===== src/rtl/cv32e40s_lfsr_ctrl_pkg.sv =====
// Shared LFSR constants, request bundle and Galois step function.
// Used by the LFSR controller, its per-LFSR slice and checkers.
package cv32e40s_lfsr_ctrl_pkg;

  localparam logic [31:0] LFSR_POLY_DEFAULT  = 32'h8020_0003;
  localparam logic [31:0] LFSR0_SEED_DEFAULT = 32'h1234_5678;
  localparam logic [31:0] LFSR1_SEED_DEFAULT = 32'h9ABC_DEF0;
  localparam logic [31:0] LFSR2_SEED_DEFAULT = 32'h0F1E_2D3C;

  localparam int unsigned LFSR_NUM = 3;

  typedef struct packed {
    logic seed_we;
    logic shift;
  } lfsr_req_t;

  function automatic logic [31:0] lfsr_step(
    input logic [31:0] v,
    input logic [31:0] poly
  );
    logic [31:0] fb;
    fb = v[0] ? poly : 32'h0;
    return {1'b0, v[31:1]} ^ fb;
  endfunction

endpackage


===== src/rtl/cv32e40s_lfsr_ctrl_if.sv =====
// CSR/pipeline-side bundle of the LFSR controller.
// Optional alert signals exist only with CV32E40S_LFSR_LOCKUP_ALERT_EN.
interface cv32e40s_lfsr_ctrl_if;

  logic [2:0]  seed_we_i;
  logic [31:0] seed_wdata_i;
  logic        cpuctrl_we_i;
  logic [2:0]  shift_i;
  logic [31:0] lfsr0_o;
  logic [31:0] lfsr1_o;
  logic [31:0] lfsr2_o;
  logic        cntrst_o;
  logic [2:0]  lockup_o;
`ifdef CV32E40S_LFSR_LOCKUP_ALERT_EN
  logic        alert_minor_o;
  logic [2:0]  lockup_seen_o;
`endif

`ifdef CV32E40S_LFSR_LOCKUP_ALERT_EN
  modport master (
    output seed_we_i,
    output seed_wdata_i,
    output cpuctrl_we_i,
    output shift_i,
    input  lfsr0_o,
    input  lfsr1_o,
    input  lfsr2_o,
    input  cntrst_o,
    input  lockup_o,
    input  alert_minor_o,
    input  lockup_seen_o
  );

  modport slave (
    input  seed_we_i,
    input  seed_wdata_i,
    input  cpuctrl_we_i,
    input  shift_i,
    output lfsr0_o,
    output lfsr1_o,
    output lfsr2_o,
    output cntrst_o,
    output lockup_o,
    output alert_minor_o,
    output lockup_seen_o
  );
`else
  modport master (
    output seed_we_i,
    output seed_wdata_i,
    output cpuctrl_we_i,
    output shift_i,
    input  lfsr0_o,
    input  lfsr1_o,
    input  lfsr2_o,
    input  cntrst_o,
    input  lockup_o
  );

  modport slave (
    input  seed_we_i,
    input  seed_wdata_i,
    input  cpuctrl_we_i,
    input  shift_i,
    output lfsr0_o,
    output lfsr1_o,
    output lfsr2_o,
    output cntrst_o,
    output lockup_o
  );
`endif

endinterface


===== src/rtl/cv32e40s_lfsr_ctrl_lfsr.sv =====
// One 32-bit Galois LFSR: seed/shift priority mux and zero-lockup repair.
// Lockup pulse is registered; lock_evt_o is the same-cycle detect for the parent.
module cv32e40s_lfsr
  import cv32e40s_lfsr_ctrl_pkg::*;
#(
  parameter logic [31:0] SEED = LFSR0_SEED_DEFAULT,
  parameter logic [31:0] POLY = LFSR_POLY_DEFAULT
) (
  input  logic        clk,
  input  logic        rst_n,
  input  lfsr_req_t   req_i,
  input  logic [31:0] wdata_i,
  output logic [31:0] lfsr_o,
  output logic        lockup_o,
  output logic        lock_evt_o
);

  logic [31:0] lfsr_q;
  logic [31:0] lfsr_d;
  logic [31:0] cand;
  logic        upd;
  logic        lockup_q;

  // A shift coinciding with a seed write is dropped, not deferred
  always_comb begin
    cand = lfsr_q;
    upd  = 1'b0;
    unique case (1'b1)
      req_i.seed_we: begin
        cand = wdata_i;
        upd  = 1'b1;
      end
      (!req_i.seed_we && req_i.shift): begin
        cand = lfsr_step(lfsr_q, POLY);
        upd  = 1'b1;
      end
      default: begin
        cand = lfsr_q;
        upd  = 1'b0;
      end
    endcase
  end

  assign lock_evt_o = upd && (cand == 32'h0);
  assign lfsr_d     = lock_evt_o ? SEED : cand;

  always_ff @(posedge clk or negedge rst_n) begin
    if (!rst_n) begin
      lfsr_q   <= SEED;
      lockup_q <= 1'b0;
    end else begin
      lfsr_q   <= lfsr_d;
      lockup_q <= lock_evt_o;
    end
  end

  assign lfsr_o   = lfsr_q;
  assign lockup_o = lockup_q;

endmodule


===== src/rtl/cv32e40s_lfsr_ctrl.sv =====
// Owns the three security LFSRs and the dummy counter-reset pulse.
// Define CV32E40S_LFSR_LOCKUP_ALERT_EN for alert_minor_o / lockup_seen_o.
module cv32e40s_lfsr_ctrl
  import cv32e40s_lfsr_ctrl_pkg::*;
#(
  parameter logic [31:0] LFSR0_SEED = LFSR0_SEED_DEFAULT,
  parameter logic [31:0] LFSR1_SEED = LFSR1_SEED_DEFAULT,
  parameter logic [31:0] LFSR2_SEED = LFSR2_SEED_DEFAULT,
  parameter logic [31:0] LFSR_POLY  = LFSR_POLY_DEFAULT
) (
  input logic                clk,
  input logic                rst_n,
  cv32e40s_lfsr_ctrl_if.slave bus
);

  lfsr_req_t   req0;
  lfsr_req_t   req1;
  lfsr_req_t   req2;
  logic [2:0]  lock_evt;
  logic [2:0]  lockup;
  logic [31:0] lfsr0;
  logic [31:0] lfsr1;
  logic [31:0] lfsr2;
  logic        cntrst_q;
  logic        cntrst_d;

  assign req0 = '{seed_we: bus.seed_we_i[0], shift: bus.shift_i[0]};
  assign req1 = '{seed_we: bus.seed_we_i[1], shift: bus.shift_i[1]};
  assign req2 = '{seed_we: bus.seed_we_i[2], shift: bus.shift_i[2]};

  cv32e40s_lfsr #(
    .SEED (LFSR0_SEED),
    .POLY (LFSR_POLY)
  ) u_lfsr0 (
    .clk        (clk),
    .rst_n      (rst_n),
    .req_i      (req0),
    .wdata_i    (bus.seed_wdata_i),
    .lfsr_o     (lfsr0),
    .lockup_o   (lockup[0]),
    .lock_evt_o (lock_evt[0])
  );

  cv32e40s_lfsr #(
    .SEED (LFSR1_SEED),
    .POLY (LFSR_POLY)
  ) u_lfsr1 (
    .clk        (clk),
    .rst_n      (rst_n),
    .req_i      (req1),
    .wdata_i    (bus.seed_wdata_i),
    .lfsr_o     (lfsr1),
    .lockup_o   (lockup[1]),
    .lock_evt_o (lock_evt[1])
  );

  cv32e40s_lfsr #(
    .SEED (LFSR2_SEED),
    .POLY (LFSR_POLY)
  ) u_lfsr2 (
    .clk        (clk),
    .rst_n      (rst_n),
    .req_i      (req2),
    .wdata_i    (bus.seed_wdata_i),
    .lfsr_o     (lfsr2),
    .lockup_o   (lockup[2]),
    .lock_evt_o (lock_evt[2])
  );

  // Only lfsr0 drives dummy cadence, so only its reseed restarts the counter
  assign cntrst_d = bus.cpuctrl_we_i | bus.seed_we_i[0];

  always_ff @(posedge clk or negedge rst_n) begin
    if (!rst_n) begin
      cntrst_q <= 1'b0;
    end else begin
      cntrst_q <= cntrst_d;
    end
  end

  assign bus.lfsr0_o  = lfsr0;
  assign bus.lfsr1_o  = lfsr1;
  assign bus.lfsr2_o  = lfsr2;
  assign bus.cntrst_o = cntrst_q;
  assign bus.lockup_o = lockup;

`ifdef CV32E40S_LFSR_LOCKUP_ALERT_EN
  logic       alert_q;
  logic [2:0] seen_q;
  logic [2:0] seen_d;

  assign seen_d = seen_q | lock_evt;

  always_ff @(posedge clk or negedge rst_n) begin
    if (!rst_n) begin
      alert_q <= 1'b0;
      seen_q  <= 3'b000;
    end else begin
      alert_q <= |lock_evt;
      seen_q  <= seen_d;
    end
  end

  assign bus.alert_minor_o = alert_q;
  assign bus.lockup_seen_o = seen_q;
`endif

endmodule


===== src/flat_wrapper.sv =====
// flat-port wrapper written by rule: the top's interface ports become plain ports
module cv32e40s_lfsr_ctrl_flat import cv32e40s_lfsr_ctrl_pkg::*;
#(
  parameter logic [31:0] LFSR0_SEED = LFSR0_SEED_DEFAULT,
  parameter logic [31:0] LFSR1_SEED = LFSR1_SEED_DEFAULT,
  parameter logic [31:0] LFSR2_SEED = LFSR2_SEED_DEFAULT,
  parameter logic [31:0] LFSR_POLY  = LFSR_POLY_DEFAULT
)
  (clk, rst_n, bus_seed_we_i, bus_seed_wdata_i, bus_cpuctrl_we_i, bus_shift_i, bus_lfsr0_o, bus_lfsr1_o, bus_lfsr2_o, bus_cntrst_o, bus_lockup_o);
  cv32e40s_lfsr_ctrl_if bus_i ();
  input logic clk;
  input logic rst_n;
  input wire logic [$bits(bus_i.seed_we_i)-1:0] bus_seed_we_i;
  input wire logic [$bits(bus_i.seed_wdata_i)-1:0] bus_seed_wdata_i;
  input wire logic [$bits(bus_i.cpuctrl_we_i)-1:0] bus_cpuctrl_we_i;
  input wire logic [$bits(bus_i.shift_i)-1:0] bus_shift_i;
  output wire logic [$bits(bus_i.lfsr0_o)-1:0] bus_lfsr0_o;
  output wire logic [$bits(bus_i.lfsr1_o)-1:0] bus_lfsr1_o;
  output wire logic [$bits(bus_i.lfsr2_o)-1:0] bus_lfsr2_o;
  output wire logic [$bits(bus_i.cntrst_o)-1:0] bus_cntrst_o;
  output wire logic [$bits(bus_i.lockup_o)-1:0] bus_lockup_o;
  assign bus_i.seed_we_i = bus_seed_we_i;
  assign bus_i.seed_wdata_i = bus_seed_wdata_i;
  assign bus_i.cpuctrl_we_i = bus_cpuctrl_we_i;
  assign bus_i.shift_i = bus_shift_i;
  assign bus_lfsr0_o = bus_i.lfsr0_o;
  assign bus_lfsr1_o = bus_i.lfsr1_o;
  assign bus_lfsr2_o = bus_i.lfsr2_o;
  assign bus_cntrst_o = bus_i.cntrst_o;
  assign bus_lockup_o = bus_i.lockup_o;
  cv32e40s_lfsr_ctrl #(.LFSR0_SEED(LFSR0_SEED), .LFSR1_SEED(LFSR1_SEED), .LFSR2_SEED(LFSR2_SEED), .LFSR_POLY(LFSR_POLY)) u_core (.clk(clk), .rst_n(rst_n), .bus(bus_i));
endmodule

===== config.mk =====
export PLATFORM = sky130hd
export DESIGN_NAME = cv32e40s_lfsr_ctrl_flat
export DESIGN_NICKNAME = d
export VERILOG_FILES = /design/src/rtl/cv32e40s_lfsr_ctrl_pkg.sv /design/src/rtl/cv32e40s_lfsr_ctrl_if.sv /design/src/rtl/cv32e40s_lfsr_ctrl_lfsr.sv /design/src/rtl/cv32e40s_lfsr_ctrl.sv /design/src/flat_wrapper.sv
export SDC_FILE = /design/constraint.sdc
export NUM_CORES = 1
export LEC_CHECK = 0
export CORE_AREA = 2 2 103 105
export CTS_CLUSTER_DIAMETER = 60
export CTS_CLUSTER_SIZE = 40
export DETAILED_ROUTE_END_ITERATION = 7
export DIE_AREA = 0 0 105 107
export PLACE_DENSITY = 0.84
export SLEW_MARGIN = 10
export SYNTH_ARGS = -nofsm -noshare
export SYNTH_HDL_FRONTEND = slang
export SYNTH_SLANG_ARGS = --single-unit

===== constraint.sdc =====
create_clock -name clk -period 3.1 [get_ports clk]
set_input_delay 0.465 -clock clk [delete_from_list [all_inputs] [get_ports clk]]
set_output_delay 0.465 -clock clk [all_outputs]
set_load 0.05 [all_outputs]

# == Word-level counts from Yosys, hierarchy flattened ==
# Index checks and enable logic that the tools add are counted.
# word_totals
output_inout_bits,100
wordCells,38
inputBits,41
reg_bits,100
# op_classes
n_mux,12
n_reduce_logical,15
bitwise_logic,4
# op_table
cell,count
$mux 32,6
$pmux 32 s2,3
$logic_not 32->1,3
$xor 31x32->32,3
$logic_and 1x1->1,6
$reduce_or 2->1,3
$logic_not 1->1,3
$mux 1,3
$or 1x1->1,1

# == Longest topological paths before layout ==
# depth
depth_word,6
mapped_depth,11

# == Cells and area by module ==
# Synthesis repeated with hierarchy kept, for this count alone.
# unflattened
cells_unflattened,508
area_unflattened_um2,5495.3
# modules_own_cells
module,cells_per_inst,seq_area_each_um2,area_per_inst_um2,n_inst
cv32e40s_lfsr at u_core.u_lfsr2,167,845.8,1899.3,1
cv32e40s_lfsr at u_core.u_lfsr1,169,849.6,1845.5,1
cv32e40s_lfsr at u_core.u_lfsr0,170,842.1,1719.1,1
cv32e40s_lfsr_ctrl,2,25.0,31.3,1

# == Worst setup path after synthesis ==
# Ideal clock, no wire load.
# synth_timing
kind,input-to-reg
start,input bus_shift_i[1]
end,register u_core.u_lfsr1.lfsr_q[12] (netlist: u_core.u_lfsr1.lfsr_o[12])
stages,10
arrival_time_ps,2214
required_ps,3040
slack_ps,826
setup_ps,60
n_path_buf,4
cell_sequence,buf_2 > buf_2 > mux2_2 > mux2i_1 > nand4_1 > nor4_1 > nand4_1 > buf_2 > buf_6 > nand2_1
# synth_via
elab_chain_cells,5
word_cells_on_any_way,7
cone_classes,mux (3); reduce/logical (4)
# synth_rtl
element,line_no,text
"start, declared",flat_wrapper.sv:16,input wire logic [$bits(bus_i.shift_i)-1:0] bus_shift_i;
$logic_and 1x1->1 (*),cv32e40s_lfsr_ctrl_lfsr.sv:33,(!req_i.seed_we && req_i.shift): begin
$pmux 32 s2 / $reduce_or 2->1 (equally long branches),n/a,
$logic_not 32->1 / $mux 1 (equally long branches),"cv32e40s_lfsr_ctrl_lfsr.sv:44, cv32e40s_lfsr_ctrl_lfsr.sv:28",
$logic_and 1x1->1,cv32e40s_lfsr_ctrl_lfsr.sv:44,assign lock_evt_o = upd && (cand == 32'h0);
$mux 32 (*),cv32e40s_lfsr_ctrl_lfsr.sv:45,assign lfsr_d = lock_evt_o ? SEED : cand;
net u_core.u_lfsr1.lfsr_d[12],cv32e40s_lfsr_ctrl_lfsr.sv:19,logic [31:0] lfsr_d;
"end signal, assigned",cv32e40s_lfsr_ctrl_lfsr.sv:52,lfsr_q <= lfsr_d;
"end, declared",cv32e40s_lfsr_ctrl_lfsr.sv:18,logic [31:0] lfsr_q;
# The timed path passes the listed nets; every way through them passes the cells marked *.

# == Worst setup path after layout ==
# layout_timing
start,input bus_shift_i[1]
end,register u_core.u_lfsr1.lfsr_q[4] (netlist: u_core.u_lfsr1.lfsr_o[4])
# Same word-level chain as after synthesis.

==> summary.txt <==
Critical path
  • Critical path depth: 9
  • Startpoint-to-endpoint class of the critical path: primary input to register
  • Worst-case register-to-register setup slack: 730 ps
  • Kind of start point of the critical path: primary input
  • Series of cell instances along the critical path: clkdlybuf4s50_1 -> buf_12 -> mux2i_1 -> o21ai_0 -> or4_1 -> nor4_1 -> nand4_1 -> buf_4 -> nand2b_1
  • Startpoint of the most critical register-to-register path: u_core.u_lfsr2.lfsr_o[12]$_DFF_PN0_
  • Register-to-Register Path Depth: 7
  • Family with the most delay on the worst path: simple AND/OR/NAND/NOR gates
  • Required time of the worst setup path: 3410 ps
  • Slowest-stage cell, CP: sky130_fd_sc_hd__clkdlybuf4s50_1
  • Reg2reg end: u_core.u_lfsr2.lfsr_o[10]$_DFF_PN1_
  • Buffer and inverter count on the worst path: 3
  • Top fanout value on the critical path: 17
  • Arrival time worst endpoint: 2950 ps
  • Kind of capture point of the worst setup path: register
  • Critical path's largest stage delay: 580 ps

Drt
  • M1 wire length: 6.59 mm
  • Via density per instance: 5.73
  • Number of vias in the routed layout: 4500
  • Router iterations before antenna repair: 5
  • Number of remaining DRC errors: 0
  • Met2 routed WL: 7.74 mm
  • Routed WL per cell: 20.9 um
  • Total Routed Length: 16.4 mm
  • Highest routed metal layer: met4
  • Post-detailed-route count of antenna-violating nets: 0
  • Number of DRC violations after detailed-routing iteration 0: 302
  • Total met3 wirelength after detailed routing: 1.34 mm

Placed design
  • Buffers on Ports: 140
  • Placement Cell Area: 6780 um2
  • Cells after DPL: 770
  • Weighted congestion reported at the end of routability-driven placement: 0.947
  • Post-detail-place hpwl: 12.6 mm

Clock tree
  • Clk Latency, worst-skew pair: 370 ps
  • Post-cts resize count: 0
  • Number of sinks on the clock net: 100
  • Register clock-pin slew on the reported worst setup and hold paths: 100 ps
  • H-tree depth: 3
  • Root buffer cell: sky130_fd_sc_hd__clkbuf_8
  • Cts bufs inserted: 9
  • Cts hold-fix bufs: 0
  • Number of buffers between clock root and the deepest sink: 2
  • CTS tree: built
  • # Post-CTS Setup Buffers: 0

Logic synthesis
  • Fraction of the yosys area taken by sequential cells: 49.0%
  • Share of cell area taken by muxes after synthesis: 21.7%
  • Synthesized area per cell: 10.3 um2
  • Post-Synthesis Cells: 508
  • Number of warning messages in the yosys log: 0
  • Area share of xor/xnor cells in the synthesized design: 1.51%
  • Simple-gate area share of the yosys netlist: 15.3%
  • Netlist area before placement: 5230 um2
  • Flip-flop and latch count after synthesis: 100
  • Netlist cell types: 33
  • Dominant combinational cell family by area after synthesis: multiplexers
  • Post-synthesis compound-gate area fraction: 7.99%
  • Post-synthesis share of cell area spent on full adders, half adders and majority gates: 0%
  • Total nets after synthesis: 549

Layout
  • Layout cell share with drive strength beyond 1: 17.8%
  • Filler cell count in the final layout: 774
  • Number of nets in the layout: 686
  • Count of non-filler cells in the finished layout: 786
  • Non-Filler Cell Area, Final: 6990 um2
  • Number of antenna cells inserted: 0
  • P&R area growth vs syn: 33.6%

STA
  • Worst setup skew after layout: 15.9 ps
  • Post-route clock period utilization: 85.4%
  • Unrepaired setup endpoints after global routing: no
  • Min Clock Period, post-route: 2650 ps
  • Slew Limit Headroom: 55.1%
  • Final setup TNS: 0 ps
  • Top achievable clock speed: 378 MHz
  • Number of setup violations in the final report: 0
  • Slew at the pin closest to its max-slew limit: 674 ps
  • Number of hold-slack violations in the final timing report: 0
  • Max Slew Vio Count: 0

Global route
  • Pin count of the biggest net entering global routing: 52
  • Global-route congestion overflow total: 0
  • Vias in the first global route: 4572
  • Overall track demand over capacity in global routing: 29.5%
  • Antenna violations before repair: 0
  • Wire length of the first global-routing pass: 25.1 mm

Floorplanning
  • Number of top-level pins: 141
  • Initial Util: 51.8%
  • Die Y: 107 um
  • Number of rows in the core area: 37
  • Width of the die: 105 um
  • Die outline area: 11200 um2
  • Core region area: 10100 um2

Power and ir drop
  • Worst IR Drop VDD: 0.290 mV
  • Static Leak: 0.00314 uW
  • Power density over the cells: 558 nW/um2

Run status
  • Result of the run: finished clean

Flow run
  • Max-cap violation count: 0

Hold path
  • Hold Path Class: primary input to async pin
==> how the worst max path moves through the flow <==
stage | from | to | slack [ps]
2_1_floorplan | bus_shift_i[1] | u_core.u_lfsr1.lfsr_o[12]$_DFF_PN1_ | 830
3_3_place_gp | bus_seed_wdata_i[17] | u_core.u_lfsr2.lfsr_o[10]$_DFF_PN1_ | 250
3_5_place_dp | bus_shift_i[1] | u_core.u_lfsr1.lfsr_o[9]$_DFF_PN1_ | 130
4_1_cts | bus_shift_i[1] | u_core.u_lfsr1.lfsr_o[4]$_DFF_PN1_ | 490
5_1_grt | bus_shift_i[1] | u_core.u_lfsr1.lfsr_o[4]$_DFF_PN1_ | 320
6_report | bus_shift_i[1] | u_core.u_lfsr1.lfsr_o[4]$_DFF_PN1_ | 450
==> Yosys cell counts <==
cell type	instances	area [um2]
sky130_fd_sc_hd__nand4_1	7	43.8
sky130_fd_sc_hd__a211oi_1	2	15.0
sky130_fd_sc_hd__o21ai_0	65	325
sky130_fd_sc_hd__or2_2	1	6.26
sky130_fd_sc_hd__nand2_1	99	372
sky130_fd_sc_hd__clkbuf_1	8	30.0
sky130_fd_sc_hd__inv_2	1	3.75
sky130_fd_sc_hd__or4_1	6	45.0
sky130_fd_sc_hd__nand2b_1	17	106
sky130_fd_sc_hd__a22oi_1	1	7.51
sky130_fd_sc_hd__dfstp_2	48	1260
sky130_fd_sc_hd__nand4b_1	1	8.76
sky130_fd_sc_hd__or2b_1	7	52.6
sky130_fd_sc_hd__nor4b_1	4	35.0
sky130_fd_sc_hd__buf_6	4	45.0
sky130_fd_sc_hd__xnor2_1	2	17.5
sky130_fd_sc_hd__inv_1	4	15.0
sky130_fd_sc_hd__o21ai_1	4	20.0
sky130_fd_sc_hd__nor2_1	7	26.3
sky130_fd_sc_hd__a21oi_1	5	25.0
sky130_fd_sc_hd__o21a_1	2	15.0
sky130_fd_sc_hd__buf_1	2	7.51
sky130_fd_sc_hd__a221o_1	1	10.0
sky130_fd_sc_hd__nor2b_1	1	6.26
sky130_fd_sc_hd__mux2_2	21	236
sky130_fd_sc_hd__nor4_1	12	75.1
sky130_fd_sc_hd__buf_4	5	37.5
sky130_fd_sc_hd__nor3b_1	2	15.0
sky130_fd_sc_hd__buf_2	19	95.1
sky130_fd_sc_hd__xor2_1	7	61.3
sky130_fd_sc_hd__and4_1	1	8.76
sky130_fd_sc_hd__mux2i_1	90	901
sky130_fd_sc_hd__dfrtp_1	52	1300
==> cell usage in the layout, fill, tap and decap left out, types with 3 or more instances in the layout <==
| cell type | n |
|---|---|
| sky130_fd_sc_hd__o21ai_1 | 4 |
| sky130_fd_sc_hd__buf_12 | 3 |
| sky130_fd_sc_hd__nand4_1 | 7 |
| sky130_fd_sc_hd__or2b_1 | 7 |
| sky130_fd_sc_hd__inv_1 | 4 |
| sky130_fd_sc_hd__mux2_2 | 21 |
| sky130_fd_sc_hd__buf_2 | 5 |
| sky130_fd_sc_hd__dfstp_2 | 48 |
| sky130_fd_sc_hd__or4_1 | 6 |
| sky130_fd_sc_hd__nor4_1 | 12 |
| sky130_fd_sc_hd__nor4b_1 | 4 |
| sky130_fd_sc_hd__nor2_1 | 7 |
| sky130_fd_sc_hd__nand2b_1 | 17 |
| sky130_fd_sc_hd__buf_4 | 22 |
| sky130_fd_sc_hd__a21oi_1 | 5 |
| sky130_fd_sc_hd__dfrtp_1 | 52 |
| sky130_fd_sc_hd__clkdlybuf4s50_1 | 134 |
| sky130_fd_sc_hd__xor2_1 | 7 |
| sky130_fd_sc_hd__clkbuf_8 | 11 |
| sky130_fd_sc_hd__nand2_1 | 99 |
| sky130_fd_sc_hd__mux2i_1 | 90 |
| sky130_fd_sc_hd__o21ai_0 | 65 |
==> metrics by stage <==
stage	util [%]	power, uW	hold WS (ps)	worst slack, ps
after floorplan	-	2500	169	826
after global placement	67.2	3010	537	251
after detailed placement	67.2	3030	538	135
after CTS	69.3	3900	139	491
after global routing	69.3	4050	177	324
final	69.3	3900	126	453
==> where the power goes <==
part | switching [uW] | leakage (uW) | internal [uW] | total [uW]
registers | 151 | 0.00114 | 1500 | 1650
logic | 880 | 0.00189 | 487 | 1370
clock network | 456 | 0.000107 | 424 | 880
total | 1490 | 0.00314 | 2410 | 3900
==> layout make-up <==
| type | count | area, um2 | area share, % |
|---|---|---|---|
| clock inverter | 4 | 56.3 | 0.806 |
| timing repair buffer | 164 | 1590 | 22.8 |
| sequential | 100 | 2560 | 36.7 |
| tap | 136 | 170 | 2.43 |
| multi-input combinational | 365 | 2430 | 34.8 |
| inverter | 5 | 18.8 | 0.269 |
| clock buffer | 12 | 155 | 2.22 |
==> per-layer routing <==
layer / track usage, % / vias up
li1: - / 2048
met1: 37.9 / 2186
met2: 45.7 / 223
met3: 6.87 / 43
met4: 17.2 / 0
met5: 0 / -
==> sequential cells by signal, indices dropped and copies added, names as in the netlist <==
signal                   cells
u_core.u_lfsr0.lockup_o      1
u_core.bus.cntrst_o          1
u_core.u_lfsr0.lfsr_o       32
u_core.u_lfsr1.lfsr_o       32
u_core.u_lfsr2.lockup_o      1
u_core.u_lfsr2.lfsr_o       32
u_core.u_lfsr1.lockup_o      1
==> cell families after synthesis <==
kind of cell | Yosys count
flip-flops | 100
AND/OR/NAND/NOR | 165
AO/OA/AOI/OAI | 80
XOR/XNOR | 9
buffers and inverters | 43
multiplexers | 111
Power figures use the tool's default switching activity.
